### src/rtl/ahb_pkg.sv
// ahb_pkg: shared AHB-Lite definitions for the slave-side decoder and the
// response multiplexer.
//   - HTRANS transfer-type encodings and HRESP response codes
//   - slave address map: decode field HADDR[31:24], region base 8'h01
//   - data-phase select record and default-slave FSM state type
package ahb_pkg;

    typedef enum logic [1:0] {
        HTRANS_IDLE   = 2'b00,
        HTRANS_BUSY   = 2'b01,
        HTRANS_NONSEQ = 2'b10,
        HTRANS_SEQ    = 2'b11
    } htrans_e;

    localparam logic HRESP_OKAY  = 1'b0;
    localparam logic HRESP_ERROR = 1'b1;

    // Slave i lives at HADDR[DEC_MSB:DEC_LSB] == REGION_BASE + i
    localparam int unsigned DEC_MSB     = 31;
    localparam int unsigned DEC_LSB     = 24;
    localparam logic [7:0]  REGION_BASE = 8'h01;

    typedef enum logic [1:0] {
        DS_IDLE,
        DS_ERR1,
        DS_ERR2
    } defslv_state_e;

    // Data-phase select: which slave owns the current data phase
    typedef struct packed {
        logic [3:0] idx;
        logic       unmapped;
        logic       active;
    } dsel_t;

    // NONSEQ and SEQ both have HTRANS[1] set
    function automatic logic is_active(input logic [1:0] htrans);
        return htrans[1];
    endfunction

endpackage

### src/rtl/ahb_default_slave.sv
// ahb_default_slave: answers transfers to unmapped addresses with the
// two-cycle AHB ERROR response (IDLE -> ERR1 -> ERR2).
//   hclk      in   bus clock
//   hreset    in   synchronous active-high reset
//   hready    in   muxed HREADY (transfer acceptance)
//   err_req   in   address phase is an unmapped NONSEQ/SEQ
//   ready_out out  registered default-slave HREADYOUT
//   resp_out  out  registered default-slave HRESP
module ahb_default_slave
    import ahb_pkg::*;
(
    input  logic hclk,
    input  logic hreset,
    input  logic hready,
    input  logic err_req,
    output logic ready_out,
    output logic resp_out
);

    defslv_state_e state;

    always_ff @(posedge hclk) begin
        if (hreset) begin
            state     <= DS_IDLE;
            ready_out <= 1'b1;
            resp_out  <= HRESP_OKAY;
        end else begin
            case (state)
                DS_IDLE: begin
                    if (hready && err_req) begin
                        state     <= DS_ERR1;
                        ready_out <= 1'b0;
                        resp_out  <= HRESP_ERROR;
                    end
                end
                DS_ERR1: begin
                    state     <= DS_ERR2;
                    ready_out <= 1'b1;
                    resp_out  <= HRESP_ERROR;
                end
                DS_ERR2: begin
                    // Back-to-back unmapped transfer restarts the error pair
                    if (hready && err_req) begin
                        state     <= DS_ERR1;
                        ready_out <= 1'b0;
                        resp_out  <= HRESP_ERROR;
                    end else begin
                        state     <= DS_IDLE;
                        ready_out <= 1'b1;
                        resp_out  <= HRESP_OKAY;
                    end
                end
                default: begin
                    state     <= DS_IDLE;
                    ready_out <= 1'b1;
                    resp_out  <= HRESP_OKAY;
                end
            endcase
        end
    end

endmodule

### src/rtl/ahb_slave_response_mux.sv
// ahb_slave_response_mux: AHB-Lite address decoder and slave response mux.
// Optional feature macro: AHB_DEFSLV_ERROR_EN (default slave returns ERROR
// for unmapped NONSEQ/SEQ; otherwise unmapped transfers complete OKAY).
//   HCLK, HRESET          clock, synchronous active-high reset
//   HADDR, HTRANS         address phase from the master multiplexer
//   HSEL                  one-hot combinational slave select
//   HRDATA_S, HREADYOUT_S, HRESP_S   packed per-slave responses
//   HRDATA, HREADY, HRESP muxed response back to masters / slaves
module ahb_slave_response_mux
    import ahb_pkg::*;
#(
    parameter int unsigned NUM_SLAVES = 16,
    parameter int unsigned DATA_WIDTH = 32,
    parameter int unsigned ADDR_WIDTH = 32
) (
    input  logic                             HCLK,
    input  logic                             HRESET,
    input  logic [ADDR_WIDTH-1:0]            HADDR,
    input  logic [1:0]                       HTRANS,
    output logic [NUM_SLAVES-1:0]            HSEL,
    input  logic [NUM_SLAVES*DATA_WIDTH-1:0] HRDATA_S,
    input  logic [NUM_SLAVES-1:0]            HREADYOUT_S,
    input  logic [NUM_SLAVES-1:0]            HRESP_S,
    output logic [DATA_WIDTH-1:0]            HRDATA,
    output logic                             HREADY,
    output logic                             HRESP
);

    logic [7:0] region;
    logic       addr_mapped;
    logic [3:0] addr_idx;
    dsel_t      dsel;
    logic       def_ready;
    logic       def_resp;

    assign region = HADDR[DEC_MSB:DEC_LSB];

    // Regions above NUM_SLAVES never match, so they fall out as unmapped
    always_comb begin
        HSEL        = '0;
        addr_mapped = 1'b0;
        addr_idx    = '0;
        for (int unsigned i = 0; i < NUM_SLAVES; i++) begin
            if (region == REGION_BASE + 8'(i)) begin
                HSEL[i]     = 1'b1;
                addr_mapped = 1'b1;
                addr_idx    = 4'(i);
            end
        end
    end

    always_ff @(posedge HCLK) begin
        if (HRESET) begin
            dsel <= '{idx: '0, unmapped: 1'b1, active: 1'b0};
        end else if (HREADY) begin
            dsel <= '{idx: addr_idx, unmapped: !addr_mapped, active: is_active(HTRANS)};
        end
    end

`ifdef AHB_DEFSLV_ERROR_EN
    ahb_default_slave u_default_slave (
        .hclk      (HCLK),
        .hreset    (HRESET),
        .hready    (HREADY),
        .err_req   (!addr_mapped && is_active(HTRANS)),
        .ready_out (def_ready),
        .resp_out  (def_resp)
    );
`else
    assign def_ready = 1'b1;
    assign def_resp  = HRESP_OKAY;
`endif

    always_comb begin
        HRDATA = '0;
        HREADY = def_ready;
        HRESP  = def_resp;
        if (!dsel.unmapped) begin
            for (int unsigned i = 0; i < NUM_SLAVES; i++) begin
                if (dsel.idx == 4'(i)) begin
                    HRDATA = HRDATA_S[i*DATA_WIDTH +: DATA_WIDTH];
                    HREADY = HREADYOUT_S[i];
                    HRESP  = HRESP_S[i];
                end
            end
        end
    end

    // Low address bits, HTRANS[0] and the data-phase active flag carry no
    // decode/mux information here
    logic unused_bits;
    assign unused_bits = ^{HADDR[DEC_LSB-1:0], HTRANS[0], dsel.active};

endmodule

### config.mk
export PLATFORM = sky130hd
export DESIGN_NAME = ahb_slave_response_mux
export DESIGN_NICKNAME = d
export VERILOG_FILES = /design/src/rtl/ahb_pkg.sv /design/src/rtl/ahb_default_slave.sv /design/src/rtl/ahb_slave_response_mux.sv
export SDC_FILE = /design/constraint.sdc
export NUM_CORES = 1
export LEC_CHECK = 0
export BUFFER_PORTS_ARGS = -buffer_cell sky130_fd_sc_hd__buf_4
export CAP_MARGIN = 20
export CORE_AREA = 2 2 247 249
export DETAILED_ROUTE_END_ITERATION = 6
export DIE_AREA = 0 0 249 251
export PLACE_DENSITY_LB_ADDON = 0.08
export SETUP_SLACK_MARGIN = 0.4
export SLEW_MARGIN = 20
export SYNTH_ARGS = -nofsm -noshare
export SYNTH_HDL_FRONTEND = slang
export SYNTH_SLANG_ARGS = --single-unit
export TNS_END_PERCENT = 5
### constraint.sdc
create_clock -name HCLK -period 3.9 [get_ports HCLK]
set_input_delay 0.78 -clock HCLK [delete_from_list [all_inputs] [get_ports HCLK]]
set_output_delay 0.78 -clock HCLK [all_outputs]
set_load 0.02 [all_outputs]
==> summary.md, run 1 <==
| Metric | Value |
|---|---|
| Clock-pin slew on the worst setup and hold paths | `approximately 0.030 ns` |
| Mux contribution to synthesized area | `0.1597` |
| Initial core utilization | `0.1021` |
| Setup WS pre-CTS | `around 0.33 ns` |
| Inst Count DP | `~2300` |
| Post-Synth Adder-Cell Area | `0` |
| Largest register by flop count | `dsel` |
| Ys flop type | `dfxtp_1` |
| Final HPWL DP | `a little over 50000 um` |
| Tightest Pin Transition | `~0.77 ns` |
| DR WL/cell | `between 20 and 30 um` |
| Area growth from synthesis to layout | `94.04%` |
| Total congestion overflow | `0` |
| Rel. slew slack | `0.4836` |
| Post-layout nets | `approximately 2100` |
| YS warnings | `0` |
| Largest net degree at the start of global routing | `42` |
| Synth top area cells | `a21oi_1, mux2_2, o21ai_0` |
| Number of vias per cell | `~4.4` |
| Fin. max-slew vios | `0` |
| Post-synth top area share | `0.09264` |
| Cell type with the largest total area after synthesis | `a21oi_1` |
| Worst vdd ir | `0.1083 mV` |
| Lkg Pwr | `just under 0.005 uW` |
| Overall global routing resource usage | `0.1854` |
| FP Rows | `90` |
| CORE AREA | `between 0.05 and 0.06 mm2` |
| Final Instance Area | `approximately 0.012 mm2` |
| Vias in the first global route | `11078` |
| Largest family of logic cells by synthesized area | `compound AO/OA/AOI/OAI gates` |
| Worst EP arrival | `between 2 and 3 ns` |
| Total Wirelength | `between 60000 and 70000 um` |
| Startpoint class of the critical path | `flop` |
| Netlist Area Pre-Place | `0.006105 mm2` |
| Clock Root Buffer | `clkbuf_16` |
| Die Span X | `249 um` |
| Power Density | `between 80 and 90 mW/mm2` |
| FMAX | `roughly 290 MHz` |
| Period utilization | `0.8939` |
| EDFF count, synth | `0` |
| Max_cap viols | `0` |
| Synth unique cells | `73` |
| Fraction of layout instances using a drive strength above 1 | `0.5000` |
| Largest regs | `dsel x5` |
| DR pass1 iterations | `5` |
| Critical Path RT | `3.12 ns` |
| # setup viols final | `0` |
| Asr flop ratio synth | `0` |
| Mapped Cells | `approximately 950` |
| Clk buf depth | `2` |
| First-pass GRT wire length | `~84000 um` |
| RSZ-0062 raised after global routing | `yes` |
| Highest-count cells in the layout ignoring fill and taps | `buf_4, a21oi_1, o21ai_0` |
| Mean Syn Cell Area | `approximately 6.4 um2` |
| CP Max Fanout | `26` |
| DRC viols | `0` |
| Total negative setup slack | `0 ns` |
| CTS tree | `done` |
| Die Height | `251 um` |
| IO Pins | `630` |
| Port bufs | `603` |
| Clock sink count | `5` |
| CP Capture Type | `output port` |
| Seq cells post-synth | `5` |
| Iteration-0 DRC Markers | `approximately 530` |
| Final setup skew | `0.001667 ns` |
| Post-DRT Antenna Nets | `0` |
| Clock H-tree levels | `1` |
| Power Total | `between 900 and 1000 uW` |
| Hold Crit Class | `reg -> reg` |
| Largest register FFs | `5` |
| Synth Area in Simple Gates | `0.2127` |
| Seq/Total Area, Yosys | `0.01640` |
| Initial antenna violation count | `17` |
| Placed Area | `approximately 0.012 mm2` |
| CTS buffer count | `3` |
| Die area | `approximately 0.062 mm2` |
| Area fraction in compound gates after synthesis | `0.5151` |
| Number of hold buffers added after cts | `0` |
| Synthesized Nets | `between 1500 and 2000` |
| Most common cell after layout, fill and taps aside | `buf_4` |
| Clk Latency, worst-skew pair | `0.23 ns` |
| Final Non-Filler Cells | `~2300` |
| Final WS setup | `0.4137 ns` |
| Vias after detailed routing | `~10000` |
| Status | `complete, no violations` |
| Crit path time final | `3.486 ns` |
| WS Path Type | `reg -> out` |
| RD Place Congestion | `roughly 0.82` |
| Synth Area in XOR/XNOR | `0.001435` |
| Final Hold Fails | `0` |
## cell type report
type	instances	area [um2]
fillers	6888	47950
multi-input cells	831	5485
repair buffers	669	5151
well taps	782	978.4
flip-flops and latches	5	116.4
clock buffers	4	78.83
inverters	5	20.02
diodes	6	15.01
## cell usage after synthesis, types with 3 or more instances
cell type	count
a21oi_1	113
o21ai_0	105
nand2_1	98
nor2_1	84
mux2_2	49
clkbuf_1	48
o22ai_1	43
buf_2	35
mux2i_1	31
a31oi_1	27
nor2b_1	25
a22o_1	24
a211oi_1	18
a22oi_1	18
nand2b_1	18
a211o_1	17
o32ai_1	15
a221oi_1	13
buf_4	13
o2bb2ai_1	13
a222oi_1	12
a21boi_0	11
a221o_1	10
buf_6	7
buf_1	6
dfxtp_1	5
inv_1	5
mux4_2	5
nand3_1	5
nand3b_1	5
or2_2	5
and3_1	4
nor3_1	4
a2111oi_0	3
a21o_1	3
a2bb2oi_1	3
a32o_1	3
and2_1	3
or3_1	3
## per-stage QoR
| step | util | hold WS (ns) |
|---|---|---|
| 2_1_floorplan | - | 0.8660 |
| 6_report | 0.1981 | 0.6289 |
| 5_1_grt | 0.1980 | 0.6733 |
| 3_3_place_gp | 0.1947 | 0.6351 |
| 3_5_place_dp | 0.1947 | 0.6341 |
| 4_1_cts | 0.1965 | 0.6391 |
## cell families after synthesis
kind of cell / Yosys count
XOR/XNOR: 1
flip-flops: 5
buffers and inverters: 115
AO/OA/AOI/OAI: 473
multiplexers: 85
AND/OR/NAND/NOR: 272
## metal layers
| layer | global-route usage | share of wire | vias to the layer above |
|---|---|---|---|
| li1 | - | - | 4829 |
| met1 | 0.2174 | 0.40 | 4884 |
| met2 | 0.3428 | 0.51 | 383 |
| met3 | 0.05105 | 0.072 | 48 |
| met4 | 0.02286 | 0.012 | 20 |
| met5 | 0 | 0.0023 | - |
## report_power, final
part | switching [uW] | leakage, uW | internal (uW)
logic | 263 | 0.00484 | 468
clock network | 33.0 | 0.0000382 | 135
registers | 5.94 | 0.0000432 | 49.9
## worst max-delay path, stage by stage (launching register included)
cell	delay, ns
dfxtp_4	0.53
buf_12	0.21
buf_4	0.31
mux2_2	0.39
nand2_1	0.07
a21oi_1	0.06
o21ai_0	0.52
a31oi_1	0.16
buf_4	0.20
## worst paths after layout
check	from	end	slack (ns)	cells past startpoint
max	dsel[3]	HRDATA[12]	0.41	8
min	dsel[4]	dsel[4]	0.63	2
max reg2reg	dsel[3]	dsel[1]	1.38	7
min reg2reg	dsel[4]	dsel[4]	0.63	2
## repair_timing
action | CTS | global route
setup buffers | 1 | 5
endpoints found under the setup margin | 24 | 26
pin swaps | 0 | 0
gates cloned | 0 | 0
resized for setup | 4 | 5
Note: power is estimated with default switching activity, not from simulation.
==> run 2, diff against run 1 <==
--- a/config.mk
+++ b/config.mk
@@ -15,5 +15,6 @@
 export SLEW_MARGIN = 20
 export SYNTH_ARGS = -nofsm -noshare
 export SYNTH_HDL_FRONTEND = slang
+export SYNTH_HIERARCHICAL = 1
 export SYNTH_SLANG_ARGS = --single-unit
 export TNS_END_PERCENT = 5
==> constraint.sdc (replaced) <==
create_clock -name HCLK -period 3.9 [get_ports HCLK]
set_input_delay 0.585 -clock HCLK [delete_from_list [all_inputs] [get_ports HCLK]]
set_output_delay 0.585 -clock HCLK [all_outputs]
set_load 0.02 [all_outputs]
==> run 2 against run 1 <==
First-iteration DRC count decreased by 1.3%. Hold slack got worse by 0.039 ns. Critical path depth decreased by 2. Critical endpoint is now HRDATA[4]. Largest power group unchanged. Via count about the same. Non-clock buffer count decreased by 9. Routed wire length decreased by 1.1%. Clock power decreased by 2%. Fmax increased by 1.8%.
==> summary.md, run 2 <==
| Metric | Value |
|---|---|
| Fin. max-slew vios | `0 (unchanged)` |
| CP Capture Type | `output port` |
| First-pass GRT wire length | `82660 um (-1.5%)` |
| Synthesized Nets | `1531 (unchanged)` |
| RD Place Congestion | `0.8581 (+4.8%)` |
| CTS buffer count | `3 (unchanged)` |
| Vias in the first global route | `10714 (-3.3%)` |
| Ys flop type | `dfxtp_1` |
| Total congestion overflow | `0 (unchanged)` |
| Largest register FFs | `5 (unchanged)` |
| Placed Area | `0.01157 mm2 (-0.62%)` |
| Post-synth top area share | `0.09264 (unchanged)` |
| Largest regs | `dsel x5` |
| Flop pwr share | `0.059 (about the same)` |
| Synth unique cells | `73 (unchanged)` |
| Clock sink count | `5 (unchanged)` |
| Crit. Startpoint | `dsel[3]` |
| Clock-pin slew on the worst setup and hold paths | `0.03 ns (about the same)` |
| Initial core utilization | `0.1021 (unchanged)` |
| YS warnings | `6 (+6)` |
| Cell type with the largest total area after synthesis | `a21oi_1` |
| Die area | `0.06250 mm2 (unchanged)` |
| Total Wirelength | `60160 um (-1.1%)` |
| Port bufs | `603 (unchanged)` |
| Clk buf depth | `2 (unchanged)` |
| P_int | `650.0 uW (-0.58%)` |
| Clock H-tree levels | `1 (unchanged)` |
| Synth top area cells | `a21oi_1, mux2_2, o21ai_0` |
| Critical Path RT | `3.31 ns (+0.19 ns)` |
| Gate power share | `0.767 (+0.002)` |
| Mapped Cells | `951 (unchanged)` |
| IO Pins | `630 (unchanged)` |
| Worst EP arrival | `2.84 ns (+0.13 ns)` |
| Highest-count cells in the layout ignoring fill and taps | `buf_4, a21oi_1, o21ai_0` |
| Clock Root Buffer | `clkbuf_16` |
| Post-DRT Antenna Nets | `0 (unchanged)` |
| CTS tree | `done` |
| EDFF count, synth | `0 (unchanged)` |
| Max_cap viols | `0 (unchanged)` |
| Reg-to-Reg Start | `dsel[4]` |
| CORE AREA | `0.05979 mm2 (unchanged)` |
| Final setup skew | `0.0005611 ns (-0.001106 ns)` |
| Initial antenna violation count | `15 (-2)` |
| Power Density | `81.32 mW/mm2 (+0.78%)` |
| Filler cell count | `6902 (+0.20%)` |
| Seq cells post-synth | `5 (unchanged)` |
| FMAX | `292.1 MHz (+1.8%)` |
| Sw Share | `0.3151 (-0.0009661)` |
| Clock network fraction of design power | `0.173 (-0.003)` |
| Worst vdd ir | `0.1346 mV (+24%)` |
| Crit path time final | `3.423 ns (-0.06288 ns)` |
| Asr flop ratio synth | `0 (unchanged)` |
| Vias after detailed routing | `10168 (+0.039%)` |
| Seq/Total Area, Yosys | `0.01640 (unchanged)` |
| Total negative setup slack | `0 ns (unchanged)` |
| Tightest Pin Transition | `0.9205 ns (+0.1540 ns)` |
| Period utilization | `0.8778 (-0.01612)` |
| Final Hold Fails | `0 (unchanged)` |
| Largest register by flop count | `dsel` |
| DR pass1 iterations | `5 (unchanged)` |
| Status | `complete, no violations` |
| FP Rows | `90 (unchanged)` |
| Startpoint class of the critical path | `flop` |
| Netlist Area Pre-Place | `0.006105 mm2 (unchanged)` |
| Iteration-0 DRC Markers | `518 (-1.3%)` |
| DRC viols | `0 (unchanged)` |
| Clk Latency, worst-skew pair | `0.22 ns (about the same)` |
| Most common cell after layout, fill and taps aside | `buf_4` |
| Final HPWL DP | `50270 um (-1.4%)` |
| Lkg Pwr | `0.004848 uW (-1.4%)` |
| DR WL/cell | `26.24 um (-0.74%)` |
| # setup viols final | `0 (unchanged)` |
| Hold Crit Class | `in -> reg` |
| Final core occ | `0.1951 (-0.002951)` |
| Area growth from synthesis to layout | `91.15%` |
| Hold Crit Start | `HRESET` |
| CP Max Fanout | `24 (-7.7%)` |
| Post-layout nets | `2086 (-0.43%)` |
| Number of hold buffers added after cts | `0 (unchanged)` |
| WS Path Type | `reg -> out` |
| Fraction of layout instances using a drive strength above 1 | `0.4944 (-0.005648)` |
| Die Span X | `249 um (unchanged)` |
| Number of vias per cell | `4.434 (+0.43%)` |
| Top cells by count, synth | `a21oi_1, o21ai_0, nand2_1, nor2_1, mux2_2` |
| Die Height | `251 um (unchanged)` |
| Final Instance Area | `0.01167 mm2 (-1.5%)` |
| Overall global routing resource usage | `0.1827 (-0.002658)` |
| Most common cell in the netlist | `a21oi_1` |
| Largest net degree at the start of global routing | `37 (-12%)` |
| Switching pwr | `299.0 uW (-1.0%)` |
| Rel. slew slack | `0.3863 (-0.09727)` |
| RSZ-0062 raised after global routing | `yes` |
| Mean Syn Cell Area | `6.419 um2 (unchanged)` |
| Setup Buffers After CTS | `0 (-1)` |
-- run 2: cell counts after synthesis --
Identical to the previous run, type by type.
-- run 2: power groups by stage --
stage	combinational [uW]	clock (uW)	sequential, uW
6_report	728	164	56.3
2_1_floorplan	191	0	53.4
5_1_grt	785	171	57.2
3_3_place_gp	735	0	57.6
4_1_cts	741	167	57.0
3_5_place_dp	739	0	57.8
-- run 2: worst max-delay path: stages, from the launching register on --
cell	delay (ns)
dfxtp_4	0.65
or4b_1	0.72
o21ai_0	0.24
o32ai_1	0.10
a221oi_1	0.50
o32ai_1	0.19
buf_4	0.19
-- run 2: repair_timing --
| action | 4_1_cts | 5_1_grt |
|---|---|---|
| endpoints found under the hold margin | 0 | 0 |
| setup endpoints to repair | 6 | 21 |
| pin swaps | 0 | 0 |
| resized for setup | 1 | 2 |
-- run 2: layer usage --
layer | GRT usage | share of wire | vias up
met4 | 0.02251 | 0.011 | 12
li1 | - | - | 4803
met2 | 0.3438 | 0.52 | 434
met3 | 0.04887 | 0.075 | 30
met5 | 0 | 0.0011 | -
met1 | 0.2105 | 0.40 | 4889
-- run 2: final cells by class --
type                       instances  area [um2]  share of cell area
multi-input combinational        831        5464              0.4683
clock buffer                       4       78.83            0.006755
tap                              782       978.4             0.08385
sequential                         5       116.4            0.009972
timing repair buffer             660        4996              0.4282
inverter                           5       20.02            0.001716
antenna                            6       15.01            0.001287
-- run 2: cell families (layout without fill, tap and decap cells) --
logic type / count (synthesis) / in the layout / share of synthesized area
DFF: 5 / 5 / 0.01640
other: 0 / 6 / 0
AOI/OAI and AO/OA: 473 / 473 / 0.5151
xor gates and xnor gates: 1 / 1 / 0.001435
buffers and inverters: 115 / 669 / 0.09469
muxes: 85 / 85 / 0.1597
and+or+nand+nor: 272 / 272 / 0.2127
-- run 2: path summary, 6_finish.rpt --
kind | slack, ns | end | cells past startpoint
hold / removal | 0.59 | dsel[1] | 2
hold reg to reg | 0.65 | dsel[2] | 2
setup / recovery | 0.48 | HRDATA[4] | 6
setup reg to reg | 1.28 | dsel[1] | 7
-- run 2: stage by stage --
stage                     cells  setup slack (ns)  total power (uW)  hold WS, ns
final                      2293            0.4766             948.9       0.5896
after global routing       2289            0.3091              1013       0.5952
after CTS                  2287            0.3052             965.6       0.5890
after detailed placement   2283            0.5308             796.5       0.6609
after global placement     2283            0.5854             792.8       0.6599
after floorplan             951             1.292             244.5       0.6710
